===== src/rtl/vga_pkg.sv =====
// Shared types and default timing for the VGA display blocks.
// Span helpers derive line/frame totals from porch and sync widths.
package vga_pkg;

    typedef logic [11:0] rgb12_t;

    // Control bits that travel alongside a pixel through the fetch latency.
    typedef struct packed {
        logic hs_n;
        logic vs_n;
        logic act;
        logic hit;
    } vga_ctl_t;

    localparam vga_ctl_t CTL_IDLE = '{
        hs_n: 1'b1,
        vs_n: 1'b1,
        act:  1'b0,
        hit:  1'b0
    };

    localparam int DEF_H_ACT   = 640;
    localparam int DEF_H_FRONT = 16;
    localparam int DEF_H_SYNC  = 96;
    localparam int DEF_H_BACK  = 48;
    localparam int DEF_V_ACT   = 480;
    localparam int DEF_V_FRONT = 10;
    localparam int DEF_V_SYNC  = 2;
    localparam int DEF_V_BACK  = 33;

    function automatic int span_total(
        input int act,
        input int front,
        input int sync,
        input int back
    );
        return act + front + sync + back;
    endfunction

    function automatic int span_blank(
        input int front,
        input int sync,
        input int back
    );
        return front + sync + back;
    endfunction

endpackage


===== src/rtl/vga_timing_gen.sv =====
// Free-running x/y raster counters with raw sync, active and frame flags.
// Sync sits at the start of each span, the active region at the end.
module vga_timing_gen
    import vga_pkg::*;
#(
    parameter int H_ACT   = DEF_H_ACT,
    parameter int H_FRONT = DEF_H_FRONT,
    parameter int H_SYNC  = DEF_H_SYNC,
    parameter int H_BACK  = DEF_H_BACK,
    parameter int V_ACT   = DEF_V_ACT,
    parameter int V_FRONT = DEF_V_FRONT,
    parameter int V_SYNC  = DEF_V_SYNC,
    parameter int V_BACK  = DEF_V_BACK,
    localparam int H_TOTAL = span_total(H_ACT, H_FRONT, H_SYNC, H_BACK),
    localparam int V_TOTAL = span_total(V_ACT, V_FRONT, V_SYNC, V_BACK),
    localparam int XW = $clog2(H_TOTAL),
    localparam int YW = $clog2(V_TOTAL)
) (
    input  logic          i_clk_25M,
    input  logic          i_rst_n,
    output logic [XW-1:0] o_x,
    output logic [YW-1:0] o_y,
    output logic          o_hs_n,
    output logic          o_vs_n,
    output logic          o_active,
    output logic          o_frame_start
);

    localparam int H_BLANK = span_blank(H_FRONT, H_SYNC, H_BACK);
    localparam int V_BLANK = span_blank(V_FRONT, V_SYNC, V_BACK);

    logic [XW-1:0] x;
    logic [YW-1:0] y;
    logic          started;

    // Hold at the origin for one cycle after reset, then scan the raster.
    always_ff @(posedge i_clk_25M or negedge i_rst_n) begin
        if (!i_rst_n) begin
            x       <= '0;
            y       <= '0;
            started <= 1'b0;
        end else if (!started) begin
            started <= 1'b1;
        end else if (x == XW'(H_TOTAL - 1)) begin
            x <= '0;
            if (y == YW'(V_TOTAL - 1)) begin
                y <= '0;
            end else begin
                y <= y + 1'b1;
            end
        end else begin
            x <= x + 1'b1;
        end
    end

    // Raw flags decoded from the counter state; idle until scanning starts.
    always_comb begin
        o_hs_n        = !(started && (x < XW'(H_SYNC)));
        o_vs_n        = !(started && (y < YW'(V_SYNC)));
        o_active      = started
                        && (x >= XW'(H_BLANK))
                        && (y >= YW'(V_BLANK));
        o_frame_start = started && (x == '0) && (y == '0);
    end

    assign o_x = x;
    assign o_y = y;

endmodule


===== src/rtl/vga_sprite_gen.sv =====
// VGA raster generator compositing one movable sprite over a background.
// Fetch is issued from counter state; control is delayed to meet the pixel.
module vga_sprite_gen
    import vga_pkg::*;
#(
    parameter int     H_ACT     = DEF_H_ACT,
    parameter int     H_FRONT   = DEF_H_FRONT,
    parameter int     H_SYNC    = DEF_H_SYNC,
    parameter int     H_BACK    = DEF_H_BACK,
    parameter int     V_ACT     = DEF_V_ACT,
    parameter int     V_FRONT   = DEF_V_FRONT,
    parameter int     V_SYNC    = DEF_V_SYNC,
    parameter int     V_BACK    = DEF_V_BACK,
    parameter int     SPR_W     = 64,
    parameter int     SPR_H     = 64,
    parameter int     PIX_LAT   = 1,
    parameter rgb12_t KEY_COLOR = 12'hF0F,
    localparam int UW = $clog2(SPR_W),
    localparam int VW = $clog2(SPR_H)
) (
    input  logic          i_clk_25M,
    input  logic          i_rst_n,
    input  logic [9:0]    i_spr_x,
    input  logic [9:0]    i_spr_y,
    input  logic [11:0]   i_bg_rgb,
    input  logic [11:0]   i_spr_pix,
    output logic          o_spr_req,
    output logic [UW-1:0] o_spr_u,
    output logic [VW-1:0] o_spr_v,
    output logic          o_frame_start,
    output logic [7:0]    VGA_R,
    output logic [7:0]    VGA_G,
    output logic [7:0]    VGA_B,
    output logic          VGA_HS,
    output logic          VGA_VS,
    output logic          VGA_BLANK_N,
    output logic          VGA_SYNC_N,
    output logic          VGA_CLK
);

    localparam int H_BLANK = span_blank(H_FRONT, H_SYNC, H_BACK);
    localparam int V_BLANK = span_blank(V_FRONT, V_SYNC, V_BACK);
    localparam int XW = $clog2(span_total(H_ACT, H_FRONT, H_SYNC, H_BACK));
    localparam int YW = $clog2(span_total(V_ACT, V_FRONT, V_SYNC, V_BACK));

    logic [XW-1:0] x;
    logic [YW-1:0] y;
    logic          hs_n;
    logic          vs_n;
    logic          act;
    logic          frame_start;

    vga_timing_gen #(
        .H_ACT   (H_ACT),
        .H_FRONT (H_FRONT),
        .H_SYNC  (H_SYNC),
        .H_BACK  (H_BACK),
        .V_ACT   (V_ACT),
        .V_FRONT (V_FRONT),
        .V_SYNC  (V_SYNC),
        .V_BACK  (V_BACK)
    ) u_timing (
        .i_clk_25M     (i_clk_25M),
        .i_rst_n       (i_rst_n),
        .o_x           (x),
        .o_y           (y),
        .o_hs_n        (hs_n),
        .o_vs_n        (vs_n),
        .o_active      (act),
        .o_frame_start (frame_start)
    );

    assign o_frame_start = frame_start;

    logic [9:0] sx;
    logic [9:0] sy;

    // Latch the sprite position only at the frame origin so it never tears.
    always_ff @(posedge i_clk_25M or negedge i_rst_n) begin
        if (!i_rst_n) begin
            sx <= '0;
            sy <= '0;
        end else if (frame_start) begin
            sx <= i_spr_x;
            sy <= i_spr_y;
        end
    end

    logic [10:0] ax;
    logic [10:0] ay;
    logic [10:0] dx;
    logic [10:0] dy;
    logic        hit;

    // Window test; the spare top bit turns a negative offset into a miss.
    always_comb begin
        ax  = 11'(x) - 11'(H_BLANK);
        ay  = 11'(y) - 11'(V_BLANK);
        dx  = ax - {1'b0, sx};
        dy  = ay - {1'b0, sy};
        hit = act
              && (dx < 11'(SPR_W))
              && (dy < 11'(SPR_H));
    end

    // Fetch strobe and sprite-local address, zeroed on a miss.
    always_comb begin
        o_spr_req = hit;
        o_spr_u   = hit ? dx[UW-1:0] : '0;
        o_spr_v   = hit ? dy[VW-1:0] : '0;
    end

    vga_ctl_t cur;
    vga_ctl_t pipe [PIX_LAT];
    vga_ctl_t tail;

    assign cur  = '{hs_n: hs_n, vs_n: vs_n, act: act, hit: hit};
    assign tail = pipe[PIX_LAT-1];

    // Carry control bits for PIX_LAT cycles to meet the returning pixel.
    always_ff @(posedge i_clk_25M or negedge i_rst_n) begin
        if (!i_rst_n) begin
            for (int i = 0; i < PIX_LAT; i++) begin
                pipe[i] <= CTL_IDLE;
            end
        end else begin
            pipe[0] <= cur;
            for (int i = 1; i < PIX_LAT; i++) begin
                pipe[i] <= pipe[i-1];
            end
        end
    end

    rgb12_t rgb_q;
    logic   hs_q;
    logic   vs_q;
    logic   bn_q;

    // Composite and register every pin in the same cycle.
    always_ff @(posedge i_clk_25M or negedge i_rst_n) begin
        if (!i_rst_n) begin
            rgb_q <= '0;
            hs_q  <= 1'b1;
            vs_q  <= 1'b1;
            bn_q  <= 1'b0;
        end else begin
            hs_q <= tail.hs_n;
            vs_q <= tail.vs_n;
            bn_q <= tail.act;
            if (!tail.act) begin
                rgb_q <= '0;
            end else if (tail.hit && (i_spr_pix != KEY_COLOR)) begin
                rgb_q <= i_spr_pix;
            end else begin
                rgb_q <= i_bg_rgb;
            end
        end
    end

    assign VGA_R       = {rgb_q[11:8], 4'h0};
    assign VGA_G       = {rgb_q[7:4], 4'h0};
    assign VGA_B       = {rgb_q[3:0], 4'h0};
    assign VGA_HS      = hs_q;
    assign VGA_VS      = vs_q;
    assign VGA_BLANK_N = bn_q;
    assign VGA_SYNC_N  = 1'b0;
    assign VGA_CLK     = i_clk_25M;

endmodule


===== config.mk =====
export PLATFORM = sky130hd
export DESIGN_NAME = vga_sprite_gen
export DESIGN_NICKNAME = d
export VERILOG_FILES = /design/src/rtl/vga_pkg.sv /design/src/rtl/vga_timing_gen.sv /design/src/rtl/vga_sprite_gen.sv
export SDC_FILE = /design/constraint.sdc
export NUM_CORES = 1
export LEC_CHECK = 0
export CAP_MARGIN = 20
export CELL_PAD_IN_SITES_DETAIL_PLACEMENT = 0
export CELL_PAD_IN_SITES_GLOBAL_PLACEMENT = 1
export CORE_MARGIN = 4
export CORE_UTILIZATION = 39
export CTS_BUF_LIST = sky130_fd_sc_hd__clkbuf_4 sky130_fd_sc_hd__clkbuf_8 sky130_fd_sc_hd__clkbuf_16
export CTS_CLUSTER_DIAMETER = 30
export DETAILED_ROUTE_END_ITERATION = 10
export PLACE_DENSITY = 0.91
export SETUP_SLACK_MARGIN = 0.02
export SYNTH_ARGS = -nofsm -noshare
export SYNTH_HDL_FRONTEND = slang
export SYNTH_SLANG_ARGS = --single-unit
export TNS_END_PERCENT = 5

===== constraint.sdc =====
create_clock -name i_clk_25M -period 4.1 [get_ports i_clk_25M]
set_input_delay 1.025 -clock i_clk_25M [delete_from_list [all_inputs] [get_ports i_clk_25M]]
set_output_delay 1.025 -clock i_clk_25M [all_outputs]
set_load 0.02 [all_outputs]

==> results.yml <==
outcome:
  status: "complete, but fails checks"
  failed_checks: "negative setup slack"
min_path:
  min_path_type: "reg -> reg"
  hold_path_depth: 0
drt:
  detail-route-antenna-nets: 0
  via_per_inst: 5.083
  drtIter0Drc: 126
  wl_um: 10590
  drt_pass1_iterations: 4
  drc: 0
  vias: 3604
  wl_per_cell_um: 14.94
placed_design:
  gp_congestion: 0.9287
  dp_hpwl_um: 7922
  place_ws_ns: -0.2753
  port_buffers: 75
floorplan:
  start_util_pct: 40.07
  core_um2: 10320
  die-area_um2: 12320
  fp.dieH_um: 111.0
  io_pins: 89
  fp.dieW_um: 111.0
  row_count: 37
final_layout:
  final_cell_mix: "76 x buf_4, 61 x clkdlybuf4s50_1, 56 x dfrtp_1, 45 x inv_1, 35 x ha_1"
  final_common_cell: "buf_4"
  multi_input_area_um2: 2539
  n_antenna_cell: 0
  drive_gt1_share_pct: 31.59
  seq_area_um2: 1506
  final_util_pct: 57.37
  fillerInstances: 858
  syn_to_final_growth_pct: 43.19
  nNetsFinal: 660
sta:
  slew_violations: 0
  fmax_mhz: 238.1
  tightest_slew_ns: 0.7739
  tns_ns: -0.3619
  rsz0062_at_grt: "true"
  setup_slack_ns: -0.1008
  finalCritPeriodShare_pct: 102.5
  final.setup_skew_ns: 0.008680
  setup_viol: 9
  period_minus_slack_ns: 4.201
  slew_headroom_pct: 48.40
  finalHoldViolations: 0
  timing.hold.ws_ns: 0.3576
synth:
  ys_warn_count: 0
  ys_types: 61
  synth_flop_cell: "dfrtp_1"
  async_flop_share_pct: 100.0
  syn_area_um2: 4136
  synth_edf_count: 0
  ys_seq_area_share_pct: 36.42
  synth_seq_cells: 60
  synth_area_leaders: "dfrtp_1 34%, ha_1 13%, mux2_2 5.7%"
  yosysTopAreaCell: "dfrtp_1"
  avgSynthCellArea_um2: 9.779
  syn_inst: 423
  netlist.area_leader.share_pct: 33.88
global_route:
  grt_max_degree: 35
  antenna_found_initial: 0
  grt_pass1_vias: 3653
  grt.overflow.total: 0
  grt_pass1_wl_um: 17730
  track_usage_pct: 17.67
cts:
  hold_buffers: 0
  cts_tree: "built"
  worstSkewPairLatency_ns: 0.44
  path_clk_slew_ns: 0.07
critical_path:
  start_kind: "flip-flop"
  crit_type: "reg -> out"
  worstRegToRegCells: 12
  worstPathRequired_ns: 3.07
  crit_fanout: 3
  worst_setup_path_end_kind: "output pin"
  crit_arrival_ns: 3.18
flow_run:
  drv_cap: 0
power_and_ir_drop:
  peakVddDrop_mv: 0.5412
  power_density_nw_per_um2: 733.3
  p_leak_uw: 0.002781
==> metal layers <==
metal  wire length, µm  GRT usage (%)  vias up
met1              4593          21.96     1708
li1                  -              -     1755
met5                 0              0        -
met3               706          5.022       17
met4               235          6.240        0
met2              5054          29.33      124
==> final cells by class <==
class | instances | share of cell area [%]
tap | 136 | 2.873
inverter | 47 | 2.978
sequential | 60 | 25.43
multi-input combinational | 299 | 42.86
timing repair buffer | 147 | 22.03
clock inverter | 7 | 0.8661
clock buffer | 13 | 2.957
==> worst paths after layout <==
check | slack [ns] | end | from
hold reg to reg | 0.36 | VGA_HS | pipe[3]
max in group asynchronous | 2.58 | u_timing.o_x[1] | i_rst_n
setup / recovery | -0.10 | o_spr_req | sy[1]
hold / removal | 0.36 | VGA_HS | pipe[3]
min in group asynchronous | 0.66 | sy[4] | i_rst_n
setup reg to reg | 1.42 | pipe[0] | sy[1]
==> flip-flops by register name (all words and copies together), names as in the netlist <==
signal	count
rgb_q	12
sx	10
sy	10
u_timing.o_x	10
u_timing.o_y	10
pipe	4
VGA_BLANK_N	1
VGA_HS	1
VGA_VS	1
u_timing.started	1
==> critical path, stage by stage (launching register included) <==
cell	delay, ns
dfrtp_1	0.35
inv_1	0.05
ha_1	0.29
ha_2	0.21
fa_2	0.35
a21oi_2	0.16
nor4_1	0.08
a221o_1	0.30
nor4_4	0.18
nand4_4	0.18
buf_4	0.17
nor3b_2	0.16
buf_4	0.15
buf_6	0.11
==> stage by stage <==
step / area [µm²] / power, µW / std cells
2_1_floorplan: 4188 / 2407 / 435
3_3_place_gp: 5420 / 3232 / 681
3_5_place_dp: 5420 / 3296 / 681
4_1_cts: 5863 / 4243 / 706
5_1_grt: 5923 / 4683 / 709
6_report: 5923 / 4343 / 709
==> report_power, final <==
part	internal [µW]	total [µW]	switching, µW
clock network	300	580	280
logic	1450	2950	1500
registers	727	811	83.9
total	2480	4340	1860
==> logic make-up (layout without fill, tap and decap cells) <==
group	Yosys count	in the layout	synth area share, %
buffers and inverters	76	214	8.651
adder cells (fa/ha/maj)	46	46	14.28
flip-flops	60	60	36.42
AO/OA/AOI/OAI	74	74	11.89
other	2	14	0.1816
XOR/XNOR	17	17	3.599
AND/OR/NAND/NOR	117	117	16.85
multiplexers	31	31	8.137
==> timing repair <==
item	CTS	global route
gates cloned	1	0
endpoints found under the setup margin	13	13
pin swaps	21	8
gates resized for setup	107	10
setup buffers	5	3
==> synthesized netlist by cell type, types with 3 or more instances <==
master and count:
nor3_2 9, mux2i_1 10, ha_1 44, clkbuf_1 6, buf_4 14, nor2b_1 11
o21bai_1 4, a31oi_1 3, o21ai_0 21, nor4_1 3, nand2_1 32, inv_1 47
nand4_1 8, mux2_2 21, buf_2 6, nor2_1 12, a21o_1 4, a211o_1 3
dfstp_2 4, dfrtp_1 56, nand3_1 10, xnor2_1 11, nor3b_1 3, o211ai_1 4
a21boi_0 3, nand4b_1 3, nor3_1 9, a21oi_1 10, a211oi_1 6, xor2_1 6
Note: power is estimated with default switching activity, not from simulation.
